**src/rtl/hazard_unit_if.sv**
```systemverilog
// Pipeline hazard interface: register specifiers and stage controls in,
// stall/flush/forwarding and mult/div status out.
interface hazard_unit_if;
    logic [4:0]  rsD;
    logic [4:0]  rtD;
    logic [4:0]  rsE;
    logic [4:0]  rtE;
    logic [4:0]  writeregE;
    logic [4:0]  writeregM;
    logic [4:0]  writeregW;

    logic        branchD;
    logic        MemtoRegE;
    logic        RegWriteE;
    logic        MemtoRegM;
    logic        RegWriteM;
    logic        RegWriteW;

    logic        mdStartE;
    logic        mdIsDivE;
    logic        useHiLoD;

    logic        stallF;
    logic        stallD;
    logic        flushE;
    logic        forwardAD;
    logic        forwardBD;
    logic [1:0]  forwardAE;
    logic [1:0]  forwardBE;
    logic        mdBusy;
    logic        mdDone;
    logic [31:0] stallCount;
    logic [31:0] flushCount;

    // Pipeline side: drives stage state, consumes hazard decisions.
    modport master (
        output rsD, rtD, rsE, rtE, writeregE, writeregM, writeregW,
        output branchD, MemtoRegE, RegWriteE, MemtoRegM, RegWriteM, RegWriteW,
        output mdStartE, mdIsDivE, useHiLoD,
        input  stallF, stallD, flushE, forwardAD, forwardBD,
        input  forwardAE, forwardBE, mdBusy, mdDone, stallCount, flushCount
    );

    // Hazard unit side.
    modport slave (
        input  rsD, rtD, rsE, rtE, writeregE, writeregM, writeregW,
        input  branchD, MemtoRegE, RegWriteE, MemtoRegM, RegWriteM, RegWriteW,
        input  mdStartE, mdIsDivE, useHiLoD,
        output stallF, stallD, flushE, forwardAD, forwardBD,
        output forwardAE, forwardBE, mdBusy, mdDone, stallCount, flushCount
    );
endinterface

```
**src/rtl/hazard_unit.sv**
```systemverilog
// Five-stage pipeline hazard unit: forwarding, load/branch/mult-div stalls,
// mult/div latency sequencer. Optional perf counters under HAZARD_PERF_CNT_EN.
module hazard_unit #(
    parameter int unsigned MUL_CYCLES = 4,
    parameter int unsigned DIV_CYCLES = 32
) (
    input  logic         clk,
    input  logic         rst,
    hazard_unit_if.slave hz
);
    localparam int unsigned CNT_W  = 6;
    localparam int unsigned FWD_W  = 2;
    localparam int unsigned PERF_W = 32;

    localparam logic [CNT_W-1:0] MUL_LOAD = CNT_W'(MUL_CYCLES - 2);
    localparam logic [CNT_W-1:0] DIV_LOAD = CNT_W'(DIV_CYCLES - 2);

    localparam logic [FWD_W-1:0] FWD_RF = 2'b00;
    localparam logic [FWD_W-1:0] FWD_W_ = 2'b01;
    localparam logic [FWD_W-1:0] FWD_M  = 2'b10;

    // Encoding lets mdBusy/mdDone come straight off state flops.
    typedef enum logic [1:0] {
        IDLE = 2'b00,
        BUSY = 2'b01,
        DONE = 2'b10
    } md_state_e;

    md_state_e        state_q;
    logic [CNT_W-1:0] cnt_q;
    logic [CNT_W-1:0] md_load;

    logic             lwstall;
    logic             branchstall;
    logic             mdstall;
    logic             stall_any;
    logic [FWD_W-1:0] fwd_ae;
    logic [FWD_W-1:0] fwd_be;
    logic             fwd_ad;
    logic             fwd_bd;

    function automatic logic [FWD_W-1:0] fwd_sel(
        input logic [4:0] src,
        input logic [4:0] wr_m,
        input logic       we_m,
        input logic [4:0] wr_w,
        input logic       we_w
    );
        logic [FWD_W-1:0] sel;
        sel = FWD_RF;
        if ((src != 5'd0) && (src == wr_m) && we_m) begin
            sel = FWD_M;
        end else if ((src != 5'd0) && (src == wr_w) && we_w) begin
            sel = FWD_W_;
        end
        return sel;
    endfunction

    // Forwarding selects and stall sources.
    always_comb begin
        fwd_ae = fwd_sel(hz.rsE, hz.writeregM, hz.RegWriteM, hz.writeregW, hz.RegWriteW);
        fwd_be = fwd_sel(hz.rtE, hz.writeregM, hz.RegWriteM, hz.writeregW, hz.RegWriteW);
        fwd_ad = (hz.rsD != 5'd0) && (hz.rsD == hz.writeregM) && hz.RegWriteM;
        fwd_bd = (hz.rtD != 5'd0) && (hz.rtD == hz.writeregM) && hz.RegWriteM;

        lwstall     = hz.MemtoRegE && ((hz.rtE == hz.rsD) || (hz.rtE == hz.rtD));
        branchstall = hz.branchD &&
                      ((hz.RegWriteE && ((hz.writeregE == hz.rsD) || (hz.writeregE == hz.rtD))) ||
                       (hz.MemtoRegM && ((hz.writeregM == hz.rsD) || (hz.writeregM == hz.rtD))));
        mdstall     = hz.useHiLoD && ((state_q == BUSY) || hz.mdStartE);

        stall_any   = !rst && (lwstall || branchstall || mdstall);
    end

    // Outputs are forced quiet while reset is held, whatever the inputs say.
    assign hz.stallF    = stall_any;
    assign hz.stallD    = stall_any;
    assign hz.flushE    = stall_any;
    assign hz.forwardAD = !rst && fwd_ad;
    assign hz.forwardBD = !rst && fwd_bd;
    assign hz.forwardAE = rst ? FWD_RF : fwd_ae;
    assign hz.forwardBE = rst ? FWD_RF : fwd_be;
    assign hz.mdBusy    = state_q[0];
    assign hz.mdDone    = state_q[1];

    assign md_load = hz.mdIsDivE ? DIV_LOAD : MUL_LOAD;

    // Mult/div sequencer: BUSY lasts latency-1 cycles, DONE one cycle.
    always_ff @(posedge clk or posedge rst) begin
        if (rst) begin
            state_q <= IDLE;
            cnt_q   <= '0;
        end else begin
            case (state_q)
                IDLE, DONE: begin
                    if (hz.mdStartE) begin
                        state_q <= BUSY;
                        cnt_q   <= md_load;
                    end else begin
                        state_q <= IDLE;
                    end
                end
                BUSY: begin
                    if (cnt_q == '0) begin
                        state_q <= DONE;
                    end else begin
                        cnt_q <= cnt_q - CNT_W'(1);
                    end
                end
                default: begin
                    state_q <= IDLE;
                    cnt_q   <= '0;
                end
            endcase
        end
    end

`ifdef HAZARD_PERF_CNT_EN
    logic [PERF_W-1:0] stall_cnt_q;
    logic [PERF_W-1:0] flush_cnt_q;

    // Saturating event counters; stallD and flushE share one source.
    always_ff @(posedge clk or posedge rst) begin
        if (rst) begin
            stall_cnt_q <= '0;
            flush_cnt_q <= '0;
        end else begin
            if (stall_any && (stall_cnt_q != '1)) begin
                stall_cnt_q <= stall_cnt_q + PERF_W'(1);
            end
            if (stall_any && (flush_cnt_q != '1)) begin
                flush_cnt_q <= flush_cnt_q + PERF_W'(1);
            end
        end
    end

    assign hz.stallCount = stall_cnt_q;
    assign hz.flushCount = flush_cnt_q;
`else
    assign hz.stallCount = PERF_W'(0);
    assign hz.flushCount = PERF_W'(0);
`endif

endmodule
```
**src/flat_wrapper.sv**
```systemverilog
// flat-port wrapper written by rule: the top's interface ports become plain ports
module hazard_unit_flat 
#(
    parameter int unsigned MUL_CYCLES = 4,
    parameter int unsigned DIV_CYCLES = 32
)
  (clk, rst, hz_rsD, hz_rtD, hz_rsE, hz_rtE, hz_writeregE, hz_writeregM, hz_writeregW, hz_branchD, hz_MemtoRegE, hz_RegWriteE, hz_MemtoRegM, hz_RegWriteM, hz_RegWriteW, hz_mdStartE, hz_mdIsDivE, hz_useHiLoD, hz_stallF, hz_stallD, hz_flushE, hz_forwardAD, hz_forwardBD, hz_forwardAE, hz_forwardBE, hz_mdBusy, hz_mdDone, hz_stallCount, hz_flushCount);
  hazard_unit_if hz_i ();
  input  logic clk;
  input  logic rst;
  input wire logic [$bits(hz_i.rsD)-1:0] hz_rsD;
  input wire logic [$bits(hz_i.rtD)-1:0] hz_rtD;
  input wire logic [$bits(hz_i.rsE)-1:0] hz_rsE;
  input wire logic [$bits(hz_i.rtE)-1:0] hz_rtE;
  input wire logic [$bits(hz_i.writeregE)-1:0] hz_writeregE;
  input wire logic [$bits(hz_i.writeregM)-1:0] hz_writeregM;
  input wire logic [$bits(hz_i.writeregW)-1:0] hz_writeregW;
  input wire logic [$bits(hz_i.branchD)-1:0] hz_branchD;
  input wire logic [$bits(hz_i.MemtoRegE)-1:0] hz_MemtoRegE;
  input wire logic [$bits(hz_i.RegWriteE)-1:0] hz_RegWriteE;
  input wire logic [$bits(hz_i.MemtoRegM)-1:0] hz_MemtoRegM;
  input wire logic [$bits(hz_i.RegWriteM)-1:0] hz_RegWriteM;
  input wire logic [$bits(hz_i.RegWriteW)-1:0] hz_RegWriteW;
  input wire logic [$bits(hz_i.mdStartE)-1:0] hz_mdStartE;
  input wire logic [$bits(hz_i.mdIsDivE)-1:0] hz_mdIsDivE;
  input wire logic [$bits(hz_i.useHiLoD)-1:0] hz_useHiLoD;
  output wire logic [$bits(hz_i.stallF)-1:0] hz_stallF;
  output wire logic [$bits(hz_i.stallD)-1:0] hz_stallD;
  output wire logic [$bits(hz_i.flushE)-1:0] hz_flushE;
  output wire logic [$bits(hz_i.forwardAD)-1:0] hz_forwardAD;
  output wire logic [$bits(hz_i.forwardBD)-1:0] hz_forwardBD;
  output wire logic [$bits(hz_i.forwardAE)-1:0] hz_forwardAE;
  output wire logic [$bits(hz_i.forwardBE)-1:0] hz_forwardBE;
  output wire logic [$bits(hz_i.mdBusy)-1:0] hz_mdBusy;
  output wire logic [$bits(hz_i.mdDone)-1:0] hz_mdDone;
  output wire logic [$bits(hz_i.stallCount)-1:0] hz_stallCount;
  output wire logic [$bits(hz_i.flushCount)-1:0] hz_flushCount;
  assign hz_i.rsD = hz_rsD;
  assign hz_i.rtD = hz_rtD;
  assign hz_i.rsE = hz_rsE;
  assign hz_i.rtE = hz_rtE;
  assign hz_i.writeregE = hz_writeregE;
  assign hz_i.writeregM = hz_writeregM;
  assign hz_i.writeregW = hz_writeregW;
  assign hz_i.branchD = hz_branchD;
  assign hz_i.MemtoRegE = hz_MemtoRegE;
  assign hz_i.RegWriteE = hz_RegWriteE;
  assign hz_i.MemtoRegM = hz_MemtoRegM;
  assign hz_i.RegWriteM = hz_RegWriteM;
  assign hz_i.RegWriteW = hz_RegWriteW;
  assign hz_i.mdStartE = hz_mdStartE;
  assign hz_i.mdIsDivE = hz_mdIsDivE;
  assign hz_i.useHiLoD = hz_useHiLoD;
  assign hz_stallF = hz_i.stallF;
  assign hz_stallD = hz_i.stallD;
  assign hz_flushE = hz_i.flushE;
  assign hz_forwardAD = hz_i.forwardAD;
  assign hz_forwardBD = hz_i.forwardBD;
  assign hz_forwardAE = hz_i.forwardAE;
  assign hz_forwardBE = hz_i.forwardBE;
  assign hz_mdBusy = hz_i.mdBusy;
  assign hz_mdDone = hz_i.mdDone;
  assign hz_stallCount = hz_i.stallCount;
  assign hz_flushCount = hz_i.flushCount;
  hazard_unit #(.MUL_CYCLES(MUL_CYCLES), .DIV_CYCLES(DIV_CYCLES)) u_core (.clk(clk), .rst(rst), .hz(hz_i));
endmodule
```
**config.mk**
```make
export PLATFORM = sky130hd
export DESIGN_NAME = hazard_unit_flat
export DESIGN_NICKNAME = d
export VERILOG_FILES = /design/src/rtl/hazard_unit_if.sv /design/src/rtl/hazard_unit.sv /design/src/flat_wrapper.sv
export SDC_FILE = /design/constraint.sdc
export NUM_CORES = 1
export LEC_CHECK = 0
export ABC_AREA = 1
export BUFFER_PORTS_ARGS = -buffer_cell sky130_fd_sc_hd__clkbuf_2
export CORE_UTILIZATION = 35
export DETAILED_ROUTE_END_ITERATION = 8
export PLACE_DENSITY = 0.69
export SLEW_MARGIN = 40
export SYNTH_ARGS = -nofsm -noshare
export SYNTH_HDL_FRONTEND = slang
export SYNTH_SLANG_ARGS = --single-unit
```
**constraint.sdc**
```tcl
create_clock -name clk -period 3.2 [get_ports clk]
set_clock_uncertainty 0.05 [all_clocks]
set_input_delay 0.48 -clock clk [delete_from_list [all_inputs] [get_ports clk]]
set_output_delay 0.48 -clock clk [all_outputs]
set_load 0.005 [all_outputs]
```
-- Yosys cells after proc, flatten, opt, wreduce, memory -nomap -nowiden
Cells that the tools add are included.
W data, S select, Z words.
- input bits: 46
- flip-flop bits (word level): 8
- multiplexer cells: 13
- equal/unequal tests: 17
- reductions and logical operators: 36
- $add $sub $neg: 1
- operators with widths (operator ; count):
    $eq A5 B5 Y1 ; 12
    $logic_and A1 B1 Y1 ; 20
    $reduce_bool A5 Y1 ; 4
    $mux W6 ; 2
    $pmux W6 S2 ; 1
    $mux W2 ; 5
    $logic_or A1 B1 Y1 ; 7
    $logic_not A6 Y1 ; 1
    $ne A2 B2 Y1 const B ; 3
    $sub A6 B1 Y6 const B ; 1
    $mux W5 ; 1
    $pmux W2 S2 ; 1
    $mux W1 ; 3
    $eq A2 B1 Y1 const B ; 1
    $eq A2 B2 Y1 const B ; 1
    $logic_not A2 Y1 ; 1
    $reduce_and A2 Y1 ; 1
    $reduce_or A2 Y1 ; 1
    $logic_not A1 Y1 ; 1

-- Longest topological paths before layout
Gate-level depths: netlist (run 1).
- depth after elaboration: 8
- depth in mapped cells: 11

-- Worst setup path before layout (run 1)
No wires, ideal clock.
- path kind: input port to output port
- start: in hz_writeregM[4]
- end: out hz_stallD
- path buffers: 2
- data arrival time: 1.377 ns
- cell stages on the path: 9
- setup slack: 1.293 ns
- cell sequence: clkbuf_2 > xnor2_1 > nand3_2 > nand2_1 > nand2_1 > nand2_1 > nand2_1 > a21oi_2 > buf_4
- longest elaborated chain between the ends: 8
- ends and longest elaborated chain (what ; line ; RTL):
    from (decl) ; flat_wrapper.sv:16 ; input wire logic [$bits(hz_i.writeregM)-1:0] hz_writeregM;
    $eq A5 B5 Y1 ; hazard_unit.sv:69 ; (hz.MemtoRegM && ((hz.writeregM == hz.rsD) || (hz.writeregM == hz.rtD))));
    $logic_or A1 B1 Y1 (*) ; hazard_unit.sv:69 ;
    $logic_and A1 B1 Y1 (*) ; hazard_unit.sv:69 ;
    $logic_or A1 B1 Y1 (*) ; hazard_unit.sv:68 ; ((hz.RegWriteE && ((hz.writeregE == hz.rsD) || (hz.writeregE == hz.rtD))) ||
    $logic_and A1 B1 Y1 (*) ; hazard_unit.sv:67 ; branchstall = hz.branchD &&
    $logic_or A1 B1 Y1 (*) (2 in a row) ; hazard_unit.sv:72 ; stall_any = !rst && (lwstall || branchstall || mdstall);
    $logic_and A1 B1 Y1 (*) ; hazard_unit.sv:72 ;
    to (decl) ; flat_wrapper.sv:28 ; output wire logic [$bits(hz_i.stallD)-1:0] hz_stallD;
Mark *: on every way between the ends. The rest lies on a longest branch, timed or not.

-- Final worst setup path (run 1)
- start: in rst
- end: out hz_forwardBE[0]
- longest elaborated chain between the ends: 1
- ends and longest elaborated chain (what ; line ; RTL):
    from (decl) ; flat_wrapper.sv:10 ; input logic rst;
    $mux W2 ; hazard_unit.sv:82 ; assign hz.forwardBE = rst ? FWD_RF : fwd_be;
    to (decl) ; flat_wrapper.sv:33 ; output wire logic [$bits(hz_i.forwardBE)-1:0] hz_forwardBE;
No other way between the ends.

==> metrics.yaml, run 1 <==
run_status:
  status: "complete, no violations"
critical_path:
  worstSetupStartpointType: "primary input"
  cp-end-kind: "output port"
  critical_path_class: "primary input to output port"
  cp_slowest_cell: "inv_1"
  crit_path_cell_trace: "clkbuf_2, inv_1, nand2_1, a211oi_1, nand4_1, a31oi_1, clkbuf_2"
  cp_top_family: "buffers and inverters"
  path_common_cell: "clkbuf_2"
  slowest_delay_ns: 0.27
  cp_num_buf_inv: 3
  required_ns: 2.67
  crit_arrival_ns: 1.65
  crit_fanout: 10
global_routing:
  first_global_vias: 1428
  grt.total_usage: 0.151
  grt_pass1_wl_mm: 6.40
  overflow: 0
  antenna_found_initial: 0
  grt_max_degree: 12
yosys:
  ys.flop_type: "dfrtp_1"
  syn_inst: 305
  post-synth-top-count-cell: "nand2_1"
  syn_area_per_cell_um2: 6.05
  yosysUniqueCellTypes: 35
  ys_top_cells_by_count: "nand2_1, buf_4, inv_1"
  synth_warnings: 0
  yosysSeqAreaShare: 0.109
  ys_seq_elements: 8
  synth_area_um2: 1840
  netlist.area_leader.share: 0.269
  ys_top_cells_by_area: "buf_4, nand2_1, dfrtp_1, inv_1, nor2_1"
  synth_top_area_cell: "buf_4"
  synthArstFlopShare: 1.00
  synth_edf_count: 0
power_and_ir_drop:
  p_sw_mw: 0.353
  power_density_nw_per_um2: 377
  p_sw_frac: 0.476
  p_comb_frac: 0.583
  leakage_nw: 1.21
  seq_power_share: 0.249
  clkPwrFrac: 0.168
  p_int_mw: 0.388
  worst_ir_drop_vdd_mv: 0.140
timing:
  setup_viol_count_final: 0
  drv_slew: 0
  slew_headroom: 0.659
  fin_setup_tns_ns: 0
  worst_slack_ns: 1.02
  layout_min_cycle_time_ns: 2.18
  rsz0062_at_grt: "false"
  worst_slew_pin_slew_ns: 0.511
  max_clock_freq_mhz: 458
  hold_viol_final: 0
  period_share: 0.682
cts:
  clk_pin_slew_ns: 0.04
  cts_sinks: 8
  cts_resized: 0
  cts_made_buffers: 3
  cts_tree: "done"
  clock_latency_ns: 0.24
  cts_setup_buffers: 0
  postCtsHoldBufs: 0
  ctsLongestPathBuffers: 2
  cts.root.buffer_cell: "clkbuf_8"
  cts_max_level: 1
drt:
  drt_pass1_iterations: 4
  topRoutingLayerUsed: "met4"
  vias_per_cell: 4.24
  drt_iter0_drc: 88
  route.met2.wl_mm: 1.99
  vias: 1806
  drt_wl_total_mm: 4.17
  drc: 0
  met1Wirelength_mm: 1.83
  post_drt_wl_per_cell_um: 9.78
  antenna_left: 0
  wl_met3_um: 291
cells_and_area:
  multiInputGateArea_um2: 1210
  nets: 406
  layout.cells.non_filler: 426
  regArea_um2: 200
  area_growth_pct: 6.44
  fin_area_um2: 1960
  nFillCells: 583
  antenna_cells: 0
  layout-drive-gt1-share: 0.208
placement:
  post_dp_cell_area_um2: 1920
  pre_cts_ws_ns: 0.989
  io_buffers: 56
  placed_cells_incl_taps: 423
  dp_hpwl_mm: 3.61
  routabilityCongestion: 0.892
min_path:
  hp-class: "primary input to asynchronous set/reset pin"
flow_run:
  drv_cap: 0
floorplanning:
  ioPinCount: 121
  fp.dieArea_um2: 5560
  die_x_um: 74.6
  die_y_um: 74.6
  start_util: 0.363
  core_area_um2: 5070
  core.rowCount: 26
## power groups by stage
stage                     clock network, mW  registers (mW)  logic [mW]
after floorplan                           0           0.177       0.387
after global placement                    0           0.183       0.426
after detailed placement                  0           0.186       0.431
after CTS                             0.128           0.184       0.433
after global routing                  0.133           0.191       0.493
final                                 0.125           0.184       0.432
## registers in the layout, indices dropped and copies added (netlist names)
signal          cells
u_core.cnt_q        6
u_core.state_q      2
## metrics by stage
| stage | util | total power [mW] | hold WS (ns) |
|---|---|---|---|
| floorplan | - | 0.563 | 0.262 |
| global placement | 0.379 | 0.610 | 0.427 |
| detailed placement | 0.379 | 0.617 | 0.448 |
| CTS | 0.387 | 0.745 | 0.194 |
| global route | 0.387 | 0.817 | 0.224 |
| finish | 0.387 | 0.741 | 0.184 |
## per-layer routing
metal | GRT usage | up-vias
li1 | - | 925
met2 | 0.253 | 78
met5 | 0 | -
met3 | 0.0149 | 5
met4 | 0.0566 | 0
met1 | 0.199 | 798
## logic make-up after synthesis
group | Yosys count | share of synthesized area
compound gates | 29 | 0.101
xor+xnor | 18 | 0.0855
fa+ha+maj | 2 | 0.0136
buf+inv | 109 | 0.363
flops | 8 | 0.109
other cells | 1 | 0.00203
simple gates | 138 | 0.326
## cells in the final DEF (no fill, tap or decap), types with 6 or more instances in the layout
cell | Yosys | layout
nor2_1 | 21 | 21
nand3_1 | 9 | 9
conb_1 | 1 | 64
nor3_1 | 7 | 7
xor2_1 | 9 | 9
dfrtp_1 | 8 | 8
xnor2_1 | 9 | 9
nand2_1 | 87 | 87
inv_2 | 6 | 6
clkbuf_2 | 1 | 56
nand4_1 | 6 | 6
inv_1 | 32 | 32
## final cells by class
type | count | share of cell area
clock buffers | 3 | 0.0210
inverters | 38 | 0.0727
multi-input cells | 251 | 0.617
flip-flops and latches | 8 | 0.102
well taps | 70 | 0.0446
repair buffers | 56 | 0.143
## path summary, 6_finish.rpt
kind | startpoint | to | slack [ns] | cells past startpoint
setup / recovery | rst | hz_forwardBE[0] | 1.02 | 7
hold / removal | rst | u_core.cnt_q[4]$_DFFE_PP0P_ | 0.18 | 2
setup reg to reg | u_core.cnt_q[0]$_DFFE_PP0P_ | u_core.cnt_q[2]$_DFFE_PP0P_ | 1.59 | 7
hold reg to reg | u_core.cnt_q[4]$_DFFE_PP0P_ | u_core.cnt_q[4]$_DFFE_PP0P_ | 0.52 | 2
max in group asynchronous | rst | u_core.cnt_q[1]$_DFFE_PP0P_ | 2.66 | 2
min in group clk | hz_mdIsDivE | u_core.cnt_q[3]$_DFFE_PP0P_ | 0.51 | 3
No activity file was read; power rests on OpenSTA's default activity.
==> run 2, diff against run 1 <==
--- a/config.mk
+++ b/config.mk
@@ -9,7 +9,7 @@
 export BUFFER_PORTS_ARGS = -buffer_cell sky130_fd_sc_hd__clkbuf_2
 export CORE_UTILIZATION = 35
 export DETAILED_ROUTE_END_ITERATION = 8
-export PLACE_DENSITY = 0.69
+export PLACE_DENSITY = 0.71
 export SLEW_MARGIN = 40
 export SYNTH_ARGS = -nofsm -noshare
 export SYNTH_HDL_FRONTEND = slang
==> constraint.sdc (replaced) <==
create_clock -name clk -period 2 [get_ports clk]
set_clock_uncertainty 0.05 [all_clocks]
set_input_delay 0.3 -clock clk [delete_from_list [all_inputs] [get_ports clk]]
set_output_delay 0.3 -clock clk [all_outputs]
set_load 0.005 [all_outputs]
==> metrics.yaml, run 2 (synthesis gave the netlist of run 1 again) <==
power_and_ir_drop:
  power_density_nw_per_um2: 593
  leakage_nw: 1.21
  worst_ir_drop_vdd_mv: 0.280
  p_total_mw: 1.17
critical_path:
  worstSetupStartpointType: "primary input"
  crit_arrival_ns: 1.43
  cp-end-kind: "output port"
  r2r_setup_slack_ns: 0.41
  rr_endpoint: "u_core.cnt_q[5]$_DFFE_PP0P_"
  crit_fanout: 4
  rr_startpoint: "u_core.cnt_q[0]$_DFFE_PP0P_"
  r2r_cells: 7
  critical_path_class: "primary input to output port"
  required_ns: 1.65
run_status:
  status: "complete, no violations"
cells_and_area:
  final_cell_mix: "nand2_1, conb_1, clkbuf_2"
  regMostFlops: "u_core.cnt_q"
  regArea_um2: 200
  final_common_cell: "nand2_1"
  nFillCells: 597
  final_util: 0.388
  antenna_cells: 0
  largest_reg_flops: 6
  multiInputGateArea_um2: 1210
  nets: 407
  layout-drive-gt1-share: 0.210
  area_growth_pct: 6.85
  reg.largest.list: "u_core.cnt_q (6), u_core.state_q (2)"
global_routing:
  antenna_found_initial: 0
  grt_busiest_layer: "met2"
  grt_max_degree: 12
  grtUsageMet2: 0.237
  grt.total_usage: 0.148
  grt_pass1_wl_mm: 6.45
  overflow: 0
  grt_use_met1: 0.210
  first_global_vias: 1450
  grtUsageMet3: 0.0230
timing:
  layout_min_cycle_time_ns: 1.78
  slew_headroom: 0.649
  worst_slew_pin_slew_ns: 0.527
  rsz0062_at_grt: "false"
  hold_viol_final: 0
  drv_slew: 0
  setup_viol_count_final: 0
  max_clock_freq_mhz: 563
  fin_setup_tns_ns: 0
  period_share: 0.889
drt:
  antenna_left: 0
  drc: 0
  drt_pass1_iterations: 4
  vias: 1815
  vias_per_cell: 4.25
  post_drt_wl_per_cell_um: 9.84
  drt_wl_total_mm: 4.20
  drt_iter0_drc: 92
cts:
  cts_sinks: 8
  ctsLongestPathBuffers: 2
  postCtsHoldBufs: 0
  cts_max_level: 1
  cts_setup_buffers: 0
  cts.root.buffer_cell: "clkbuf_8"
  clock_latency_ns: 0.23
  cts_resized: 0
  cts_tree: "done"
  clk_pin_slew_ns: 0.04
  cts_made_buffers: 3
floorplanning:
  die_y_um: 74.6
  die_x_um: 74.6
  fp.dieArea_um2: 5560
  start_util: 0.363
  core_area_um2: 5070
  core.rowCount: 26
  ioPinCount: 121
min_path:
  hp-class: "primary input to asynchronous set/reset pin"
flow_run:
  drv_cap: 0
placement:
  routabilityCongestion: 0.925
  dp_hpwl_mm: 3.64
  io_buffers: 56
run 2: how the worst max path moves through the flow:
stage / from / end
2_1_floorplan: hz_writeregM[4] / hz_stallD
6_report: hz_rtD[3] / hz_stallD
3_5_place_dp: hz_rtD[3] / hz_stallD
4_1_cts: hz_rtD[3] / hz_stallD
5_1_grt: hz_rtE[4] / hz_flushE
3_3_place_gp: hz_rtD[2] / hz_stallD
run 2: metrics by stage:
step | setup WS, ns | cells | hold slack, ns | cell area, um^2
after floorplan | 0.453 | 368 | 0.0817 | 2080
after global placement | 0.219 | 424 | 0.371 | 1930
after detailed placement | 0.202 | 424 | 0.361 | 1930
after CTS | 0.201 | 427 | 0.118 | 1970
after global routing | 0.0524 | 427 | 0.139 | 1970
final | 0.223 | 427 | 0.104 | 1970
run 2: report_power, final:
| part | internal, mW | switching (mW) | leakage [nW] | total [mW] |
|---|---|---|---|---|
| logic | 0.252 | 0.432 | 1.09 | 0.684 |
| clock network | 0.130 | 0.0626 | 0.0216 | 0.193 |
| registers | 0.239 | 0.0513 | 0.0963 | 0.291 |
| total | 0.622 | 0.546 | 1.21 | 1.17 |
run 2: routing by layer:
layer	vias to the layer above	wire, um
li1	928	-
met1	797	1950
met2	84	1900
met3	6	317
met4	0	40
met5	-	0
run 2: layout make-up:
class | instances | area share
multi-input combinational | 251 | 0.615
clock buffer | 3 | 0.0210
inverter | 38 | 0.0724
tap | 70 | 0.0444
sequential | 8 | 0.102
timing repair buffer | 57 | 0.146
run 2: worst max-delay path, cell delays in order:
cell	delay (ns)
clkbuf_2	0.12
inv_1	0.10
nand2_1	0.07
nand2_1	0.05
nor2_1	0.14
nand3_2	0.10
nand2_1	0.06
nand2_1	0.04
nand2_1	0.06
nand2_1	0.06
a21oi_2	0.19
clkbuf_2	0.15
